<file path="config.mk">
export PLATFORM = sky130hd
export DESIGN_NAME = branch_unit_bp
export DESIGN_NICKNAME = d
export VERILOG_FILES = /design/src/rtl/branch_unit_bp_pkg.sv /design/src/rtl/branch_unit_bp_bht.sv /design/src/rtl/branch_unit_bp.sv
export SDC_FILE = /design/constraint.sdc
export NUM_CORES = 1
export LEC_CHECK = 0
export CORE_AREA = 2 2 183 185
export CTS_CLUSTER_SIZE = 10
export DETAILED_ROUTE_END_ITERATION = 8
export DIE_AREA = 0 0 185 187
export PLACE_DENSITY = 0.81
export SYNTH_ARGS = -nofsm -noshare
export SYNTH_HDL_FRONTEND = slang
export SYNTH_SLANG_ARGS = --single-unit
export TNS_END_PERCENT = 5
</file>
<file path="constraint.sdc">
create_clock -name clk -period 6.45 [get_ports clk]
set_input_delay 1.29 -clock clk [delete_from_list [all_inputs] [get_ports clk]]
set_output_delay 1.29 -clock clk [all_outputs]
set_load 0.01 [all_outputs]
</file>
<file path="src/rtl/branch_unit_bp_pkg.sv">
// branch_unit_bp_pkg: shared opcode types, instruction match constants and BHT counter type
package branch_unit_bp_pkg;
  typedef logic [31:0] instruction_t;
  typedef logic [31:0] register_t;
  localparam instruction_t MASK_OP = 32'h0000_007f;
  localparam instruction_t MASK_OPF3 = 32'h0000_707f;
  localparam instruction_t M_JAL = 32'h0000_006f;
  localparam instruction_t M_JALR = 32'h0000_0067;
  localparam instruction_t M_BEQ = 32'h0000_0063;
  localparam instruction_t M_BNE = 32'h0000_1063;
  localparam instruction_t M_BLT = 32'h0000_4063;
  localparam instruction_t M_BGE = 32'h0000_5063;
  localparam instruction_t M_BLTU = 32'h0000_6063;
  localparam instruction_t M_BGEU = 32'h0000_7063;
  typedef enum logic [1:0] {SNT, WNT, WT, ST} bht_ctr_t;
  function automatic bht_ctr_t ctr_next(bht_ctr_t c, logic taken);
    return taken ? (c == ST ? ST : bht_ctr_t'(c + 2'd1)) : (c == SNT ? SNT : bht_ctr_t'(c - 2'd1));
  endfunction
endpackage

</file>
<file path="src/rtl/branch_unit_bp_bht.sv">
// branch_bht: table of 2-bit saturating counters with one read and one update port
module branch_bht
  import branch_unit_bp_pkg::*;
#(
  parameter int ENTRIES = 64
) (
  input  logic                       clk,
  input  logic                       rst,
  input  logic [$clog2(ENTRIES)-1:0] rd_idx,
  output logic                       rd_taken,
  input  logic                       upd,
  input  logic [$clog2(ENTRIES)-1:0] upd_idx,
  input  logic                       upd_taken
);
  bht_ctr_t ctr [ENTRIES];
  // prediction reads the registered counter, so a same-index update is seen only next cycle
  always_comb rd_taken = ctr[rd_idx][1];
  // reset every entry to weakly not-taken, otherwise train the resolved entry
  always_ff @(posedge clk) begin
    if (rst) for (int i = 0; i < ENTRIES; i++) ctr[i] <= WNT;
    else if (upd) ctr[upd_idx] <= ctr_next(ctr[upd_idx], upd_taken);
  end
endmodule

</file>
<file path="src/rtl/branch_unit_bp.sv">
// branch_unit_bp: execute-stage branch resolution with bimodal predictor and statistics
module branch_unit_bp
  import branch_unit_bp_pkg::*;
#(
  parameter int              XLEN        = 32,
  parameter int              BHT_ENTRIES = 64,
  parameter logic [XLEN-1:0] RESET_PC    = '0
) (
  input  logic            clk,
  input  logic            rst,
  input  logic            enable,
  input  instruction_t    instr,
  input  logic [XLEN-1:0] pc_in,
  input  logic [XLEN-1:0] op1,
  input  logic [XLEN-1:0] op2,
  input  logic [XLEN-1:0] op3,
  input  logic            pred_taken_in,
  input  logic [XLEN-1:0] fetch_pc,
  output logic            pred_taken,
  output logic [XLEN-1:0] pc_out,
  output logic [XLEN-1:0] ret_addr,
  output logic            redirect,
  output logic            misalign,
  output logic [31:0]     branch_cnt,
  output logic [31:0]     mispred_cnt
);
  localparam int IW = $clog2(BHT_ENTRIES);
  instruction_t f3;
  logic is_jal, is_jalr, is_beq, is_bne, is_blt, is_bge, is_bltu, is_bgeu, is_br;
  logic eq, lt, ltu, cmp, taken, mis, ok, miss, upd;
  logic [XLEN-1:0] sum, target, link;
  // decode, compare and target selection; misaligned taken targets are dropped entirely
  always_comb begin
    f3 = instr & MASK_OPF3;
    is_jal = (instr & MASK_OP) == M_JAL;
    is_jalr = f3 == M_JALR;
    is_beq = f3 == M_BEQ;
    is_bne = f3 == M_BNE;
    is_blt = f3 == M_BLT;
    is_bge = f3 == M_BGE;
    is_bltu = f3 == M_BLTU;
    is_bgeu = f3 == M_BGEU;
    is_br = is_beq | is_bne | is_blt | is_bge | is_bltu | is_bgeu;
    eq = op1 == op2;
    lt = $signed(op1) < $signed(op2);
    ltu = op1 < op2;
    cmp = is_beq ? eq : is_bne ? !eq : is_blt ? lt : is_bge ? !lt : is_bltu ? ltu : is_bgeu & !ltu;
    taken = is_jal | is_jalr | (is_br & cmp);
    sum = op1 + op2;
    link = pc_in + XLEN'(4);
    target = is_jal ? op1 : is_jalr ? {sum[XLEN-1:1], 1'b0} : taken ? pc_in + op3 : link;
    mis = taken & (target[1:0] != 2'b00);
    ok = enable & !mis;
    miss = ok & (taken != pred_taken_in);
    upd = ok & is_br;
  end
  branch_bht #(.ENTRIES(BHT_ENTRIES)) u_bht (
    .clk      (clk),
    .rst      (rst),
    .rd_idx   (fetch_pc[IW+1:2]),
    .rd_taken (pred_taken),
    .upd      (upd),
    .upd_idx  (pc_in[IW+1:2]),
    .upd_taken(taken)
  );
  // resolved PC, link, pulses and saturating statistics
  always_ff @(posedge clk) begin
    if (rst) begin
      pc_out <= RESET_PC;
      ret_addr <= '0;
      redirect <= 1'b0;
      misalign <= 1'b0;
      branch_cnt <= '0;
      mispred_cnt <= '0;
    end else begin
      redirect <= miss;
      misalign <= enable & mis;
      if (ok) pc_out <= target;
      if (ok & (is_jal | is_jalr)) ret_addr <= link;
      if (upd & ~&branch_cnt) branch_cnt <= branch_cnt + 32'd1;
      if (miss & ~&mispred_cnt) mispred_cnt <= mispred_cnt + 32'd1;
    end
  end
endmodule

</file>
==> out/metrics.cfg, run 1 <==
[layout]
syn_to_final_growth_pct=24.60
ff_latch_area_um2=6446
nFillCells=2642
multi_input_area_um2=10120
drive_gt1_share_pct=6.881
final_area_um2=21570
postLayoutCoreUtil_pct=65.65
nNetsFinal=2511

[grt]
grt-ovfl-total=0
track_usage_pct=34.66
antenna_found_initial=5
grt_start_max_net_pins=65
grt_pass1_vias=17420
grt_pass1_wl_um=94160

[min_path]
whs_endpoint=pc_out[4]
min_path_type=register to register
min_path_cells=2
min-delay-start=pc_out[4]

[sta]
setup_violations=0
fin_crit_sh_pct=85.61
tightest_slew_ns=1.002
maxSlewHeadroom_pct=33.10
worst_slack_ns=0.9284
finalClockSkew_ns=0.02160
drv_slew=0
min_period_ns=5.522
whs_ns=0.4611
tns_ns=0
rsz0062_at_grt=false
finalHoldViolCount=0
max_freq_ghz=0.1811

[route]
drcViolationCount=0
dr.pass1.iters=5
via_per_inst=6.589
ant_nets=0
drt_wl_total_um=61300
drt-initial-drc-count=2156
vias=17720
wl_per_cell_um=22.80

[worst_setup_path]
cp_data_required_time_ns=5.16
crit_type=input pin to output port
r2r_cells=11
cp_cell_sequence=clkdlybuf4s50_1 > buf_4 > mux4_2 > mux4_2 > mux4_2 > clkdlybuf4s50_1
r2r-end=branch_cnt[1]
end_kind=output port
reg2reg_from=branch_cnt[3]
arrival_ns=4.23
cp_slowest_cell=mux4_2
cp-start-kind=input pin
reg2reg_slack_ns=2.86
critPathMaxFanout=16
crit_path_max_incr_delay_ns=0.58
crit_top_cell=mux4_2

[die]
core_area_um2=32860
die_h_um=187
dieArea_um2=34600
dieWidth_um=185
fp-row-count=67
initial_core_util_pct=52.68
io_pins=327

[synthesis]
syn_avg_cell_area_um2=8.757
yosysTopAreaCellShare_pct=22.20
syn_inst=1977
yosysSeqAreaShare_pct=37.23
synth_cell_types=91
synth_warnings=0
synth-main-ff-cell=dfxtp_1
synth_area_leaders=edfxtp_1 22%, dfxtp_1 15%, ha_1 7.0%
synthesis.area_um2=17310
yosys.area.top_type=edfxtp_1
ys_async_sr_fraction_pct=0
synth_edf_count=128
ys_ff_latch=258
syn-num-nets=2272

[cts]
ctsHtreeMaxLevel=1
hold_buffers=0
cts_sinks=258
worst_setup_hold_path_clk_slew_ns=0.06
cts_resized=0
clock_path_buffers=3
cts_setup_buffers=0
clk_root_buffer_cell=clkbuf_16
clk_latency_ns=0.57
cts_buffers=31
cts_tree=yes

[pwr]
vdd_drop_max_v=0.0002181
p_per_area_nw_per_um2=200.2
leakagePower_nw=7.323

[place]
gp_congestion=0.9712
place_ws_ns=0.6351
io_buffers=278
place_area_um2=20580
hpwlAfterDp_um=45120

[run]
drv_cap=0

[outcome]
status=completed

-- cell usage after synthesis (29+ instances only) --
cell type,instances
nor3_1,41
o21ai_0,132
a22oi_1,38
a211oi_1,39
ha_1,97
xnor2_1,65
o31ai_1,30
clkbuf_1,94
dfxtp_1,130
xor2_1,35
inv_1,79
nand4_1,32
a31oi_1,29
edfxtp_1,128
nand3_1,72
nand2_1,178
nor2_1,213
or3_1,29
a21oi_1,122
-- routing by layer --
| layer | share of wire (%) | vias to the layer above | track usage (%) |
|---|---|---|---|
| met5 | 0.044 | - | 0 |
| met4 | 8.3 | 4 | 24.27 |
| met3 | 11 | 322 | 6.484 |
| met2 | 46 | 1294 | 56.50 |
| met1 | 35 | 8220 | 41.12 |
| li1 | - | 7877 | - |
-- layout by cell type (no fill, tap or decap), types with 30 or more instances in the layout --
cell	count
xnor2_1	65
nor3_1	39
ha_1	97
xor2_1	35
nand2_1	178
clkbuf_16	31
a22oi_1	38
nor2_1	211
a211oi_1	39
a21oi_1	122
o21ai_0	132
clkdlybuf4s50_1	277
o31ai_1	30
buf_4	51
inv_1	78
nand3_1	72
edfxtp_1	128
nand4_1	32
dfxtp_1	130
-- power by group --
part           internal (mW)  total, mW  switching (mW)
Clock                   1.03       1.72           0.692
Sequential              1.75       1.77          0.0240
Combinational          0.348      0.825           0.476
-- kinds of logic (layout without fill, tap and decap cells) --
kind of cell,Yosys count,in the layout,synth area share (%)
compound gates,569,569,21.99
xor+xnor,100,100,5.059
fa+ha+maj,101,101,7.357
buf+inv,201,462,4.582
flops,258,258,37.23
mux,40,40,3.888
other cells,0,3,0
simple gates,708,708,19.89
-- worst max-delay path: cells and delay by family --
family | cells | cell delay [ns]
mux | 3 | 1.62
buf+inv | 3 | 1.30
-- state kept, by name, summed over array words and instances, names as in the netlist --
name,count
branch_cnt,32
misalign,1
mispred_cnt,32
redirect,1
u_bht.ctr,128
ret_addr,32
pc_out,32
-- final cells by class --
| cell class | count | share of cell area, % |
|---|---|---|
| repair buffers | 328 | 14.63 |
| clock buffers | 52 | 4.240 |
| well taps | 448 | 2.598 |
| flip-flops and latches | 258 | 29.88 |
| clock inverters | 3 | 0.3190 |
| diodes | 3 | 0.03480 |
| multi-input cells | 1518 | 46.92 |
| inverters | 79 | 1.375 |
-- stage by stage --
step,cells,power (mW)
after floorplan,1977,2.272
after global placement,2631,2.582
after detailed placement,2631,2.601
after CTS,2686,4.296
after global routing,2687,4.442
final,2689,4.320
-- how the worst max path moves through the flow --
| stage | startpoint | endpoint | slack (ns) | cells past startpoint |
|---|---|---|---|---|
| 3_3_place_gp | op2[5] | misalign | 0.62 | 13 |
| 5_1_grt | op2[5] | misalign | 0.86 | 13 |
| 6_report | fetch_pc[2] | pred_taken | 0.93 | 6 |
| 4_1_cts | fetch_pc[2] | pred_taken | 0.96 | 6 |
| 2_1_floorplan | fetch_pc[2] | pred_taken | 1.43 | 5 |
| 3_5_place_dp | op1[8] | u_bht.ctr[56][0] | 0.64 | 12 |
Power figures use the tool's default switching activity.
==> run 2: changes to the inputs <==
Settings changed: CORE_AREA 2 2 183 185 to 2 2 155 217, DIE_AREA 0 0 185 187 to 0 0 157 219, PLACE_DENSITY 0.81 to 0.82, RECOVER_POWER from default to 25.
==> out/metrics.cfg, run 2 (synthesized netlist as in run 1, its figures left out) <==
[outcome]
status=completed

[layout]
final_area_um2=21390  ; -0.83%
nFillCells=2673  ; +1.2%
regMostFlops=u_bht.ctr
syn_to_final_growth_pct=23.56
largest_reg_flops=128  ; unchanged
layout_common_cells=211 x nor2_1, 178 x nand2_1, 148 x clkdlybuf4s50_1
drive_gt1_share_pct=6.334  ; -0.55 points
nNetsFinal=2503  ; -0.32%
final_common_cell=nor2_1

[pwr]
seq_power_share_pct=42.8  ; +1.8 points
p_per_area_nw_per_um2=193.5  ; -3.4%
vdd_drop_max_v=0.0001878  ; -14%
intPower_mw=2.979  ; -4.7%
report.power.total_mw=4.140  ; -4.2%
sw_frac_of_total_pct=28.03  ; +0.42 points
p_sw_mw=1.160  ; -2.7%
combPwrFrac_pct=19.6  ; +0.5 points
pwr-share-clk_pct=37.6  ; -2.3 points
leakagePower_nw=7.652  ; +4.5%

[sta]
tightest_slew_ns=1.064  ; +0.06174 ns
max_freq_ghz=0.1770  ; -2.3%
finalHoldViolCount=0  ; unchanged
maxSlewHeadroom_pct=27.22  ; -5.9 points
rsz0062_at_grt=false
setup_violations=0  ; unchanged
whs_ns=0.4452  ; -0.01590 ns
drv_slew=0  ; unchanged
fin_crit_sh_pct=87.59  ; +2.0 points
finalClockSkew_ns=0.01760  ; -0.004000 ns
tns_ns=0  ; unchanged
min_period_ns=5.649  ; +0.1277 ns

[route]
drcViolationCount=0  ; unchanged
drt-initial-drc-count=1932  ; -10%
vias=17470  ; -1.4%
wl_per_cell_um=23.35  ; +2.4%
dr.pass1.iters=7  ; +2
ant_nets=0  ; unchanged
drt_wl_total_um=62350  ; +1.7%
via_per_inst=6.544  ; -0.68%

[grt]
grt_start_max_net_pins=86  ; +32%
grt_pass1_vias=17270  ; -0.86%
antenna_found_initial=7  ; +2
grt_pass1_wl_um=94720  ; +0.59%
track_usage_pct=35.53  ; +0.87 points
grt-ovfl-total=0  ; unchanged

[die]
initial_core_util_pct=53.59  ; +0.91 points
dieWidth_um=157  ; -15%
io_pins=327  ; unchanged
dieArea_um2=34380  ; -0.61%
die_h_um=219  ; +17%
core_area_um2=32300  ; -1.7%
fp-row-count=78  ; +16%

[cts]
clk_root_buffer_cell=clkbuf_16
worst_setup_hold_path_clk_slew_ns=0.06  ; about the same
cts_sinks=258  ; unchanged
cts_setup_buffers=0  ; unchanged
cts_buffers=30  ; -3.2%
clock_path_buffers=3  ; unchanged
cts_tree=yes
ctsHtreeMaxLevel=1  ; unchanged
clk_latency_ns=0.57  ; about the same
cts_resized=0  ; unchanged
hold_buffers=0  ; unchanged

[worst_setup_path]
cp-start-kind=input pin
end_kind=register
cp_data_required_time_ns=6.72  ; +1.56 ns
crit_type=input pin to register
arrival_ns=5.92  ; +1.69 ns
reg2reg_slack_ns=2.57  ; -0.29 ns
critPathMaxFanout=14  ; -2

[min_path]
min_path_type=register to register

[run]
drv_cap=0  ; unchanged

[place]
io_buffers=278  ; unchanged
hpwlAfterDp_um=46360  ; +2.7%
gp_congestion=0.9601  ; -1.1%
place_area_um2=20520  ; -0.30%

==> run 2: changes by cell type in the layout (fill, tap and decap cells not counted), moves of 2 or more <==
cell and change:
clkdlybuf4s50_1 -129, dlygate4sd3_1 +129, buf_4 -7, clkbuf_8 -5, bufinv_16 -2
==> run 2: cell type report <==
type                    instances  area (um^2)  share of cell area (%)
clock inverters                 2        13.76                 0.06434
multi-input cells            1518        10120                   47.32
well taps                     440        550.5                   2.574
diodes                          4        10.01                 0.04679
inverters                      79        296.5                   1.386
repair buffers                321         3103                   14.51
clock buffers                  48        849.6                   3.971
flip-flops and latches        258         6446                   30.13
==> run 2: power groups by stage <==
stage | Clock (mW) | Sequential, mW | Combinational [mW]
2_1_floorplan | 0 | 1.80 | 0.472
3_3_place_gp | 0 | 1.80 | 0.774
3_5_place_dp | 0 | 1.80 | 0.792
4_1_cts | 1.55 | 1.77 | 0.799
5_1_grt | 1.62 | 1.77 | 0.868
6_report | 1.56 | 1.77 | 0.813
==> run 2: through the flow <==
stage	std cells	setup WS [ns]	util, %
CTS	2666	0.9554	66.19
detailed placement	2616	0.3239	63.52
floorplan	1977	1.430	-
global route	2668	0.6804	66.21
global placement	2616	0.4193	63.52
finish	2670	0.8007	66.22
==> run 2: path summary, 6_finish.rpt <==
kind	start	cells after the start	to
setup / recovery	op1[12]	13	u_bht.ctr[5][0]
hold / removal	pc_out[4]	2	pc_out[4]
hold reg to reg	pc_out[4]	2	pc_out[4]
setup reg to reg	u_bht.ctr[15][0]	9	u_bht.ctr[58][1]
==> run 2: per-layer routing <==
metal  up-vias  part of all wire, %  routed length, um  GRT usage (%)
li1       7839                    -                  -              -
met1      8240                   35              21890          40.67
met2      1091                   47              29600          60.06
met3       294                  9.6               5992          6.892
met4         8                  7.7               4828          23.52
met5         -                0.080                 50              0
==> run 2: critical path, stage by stage <==
cell and delay (ns):
clkdlybuf4s50_1 0.55, ha_1 0.45, and4_1 0.26, nand4_1 0.14, a21oi_1 0.06, a2111o_1 0.49
a21oi_2 0.29, mux2_2 0.47, o21ai_1 0.56, nand4_1 0.22, buf_4 0.26, nor2_1 0.72
nand2_1 0.14
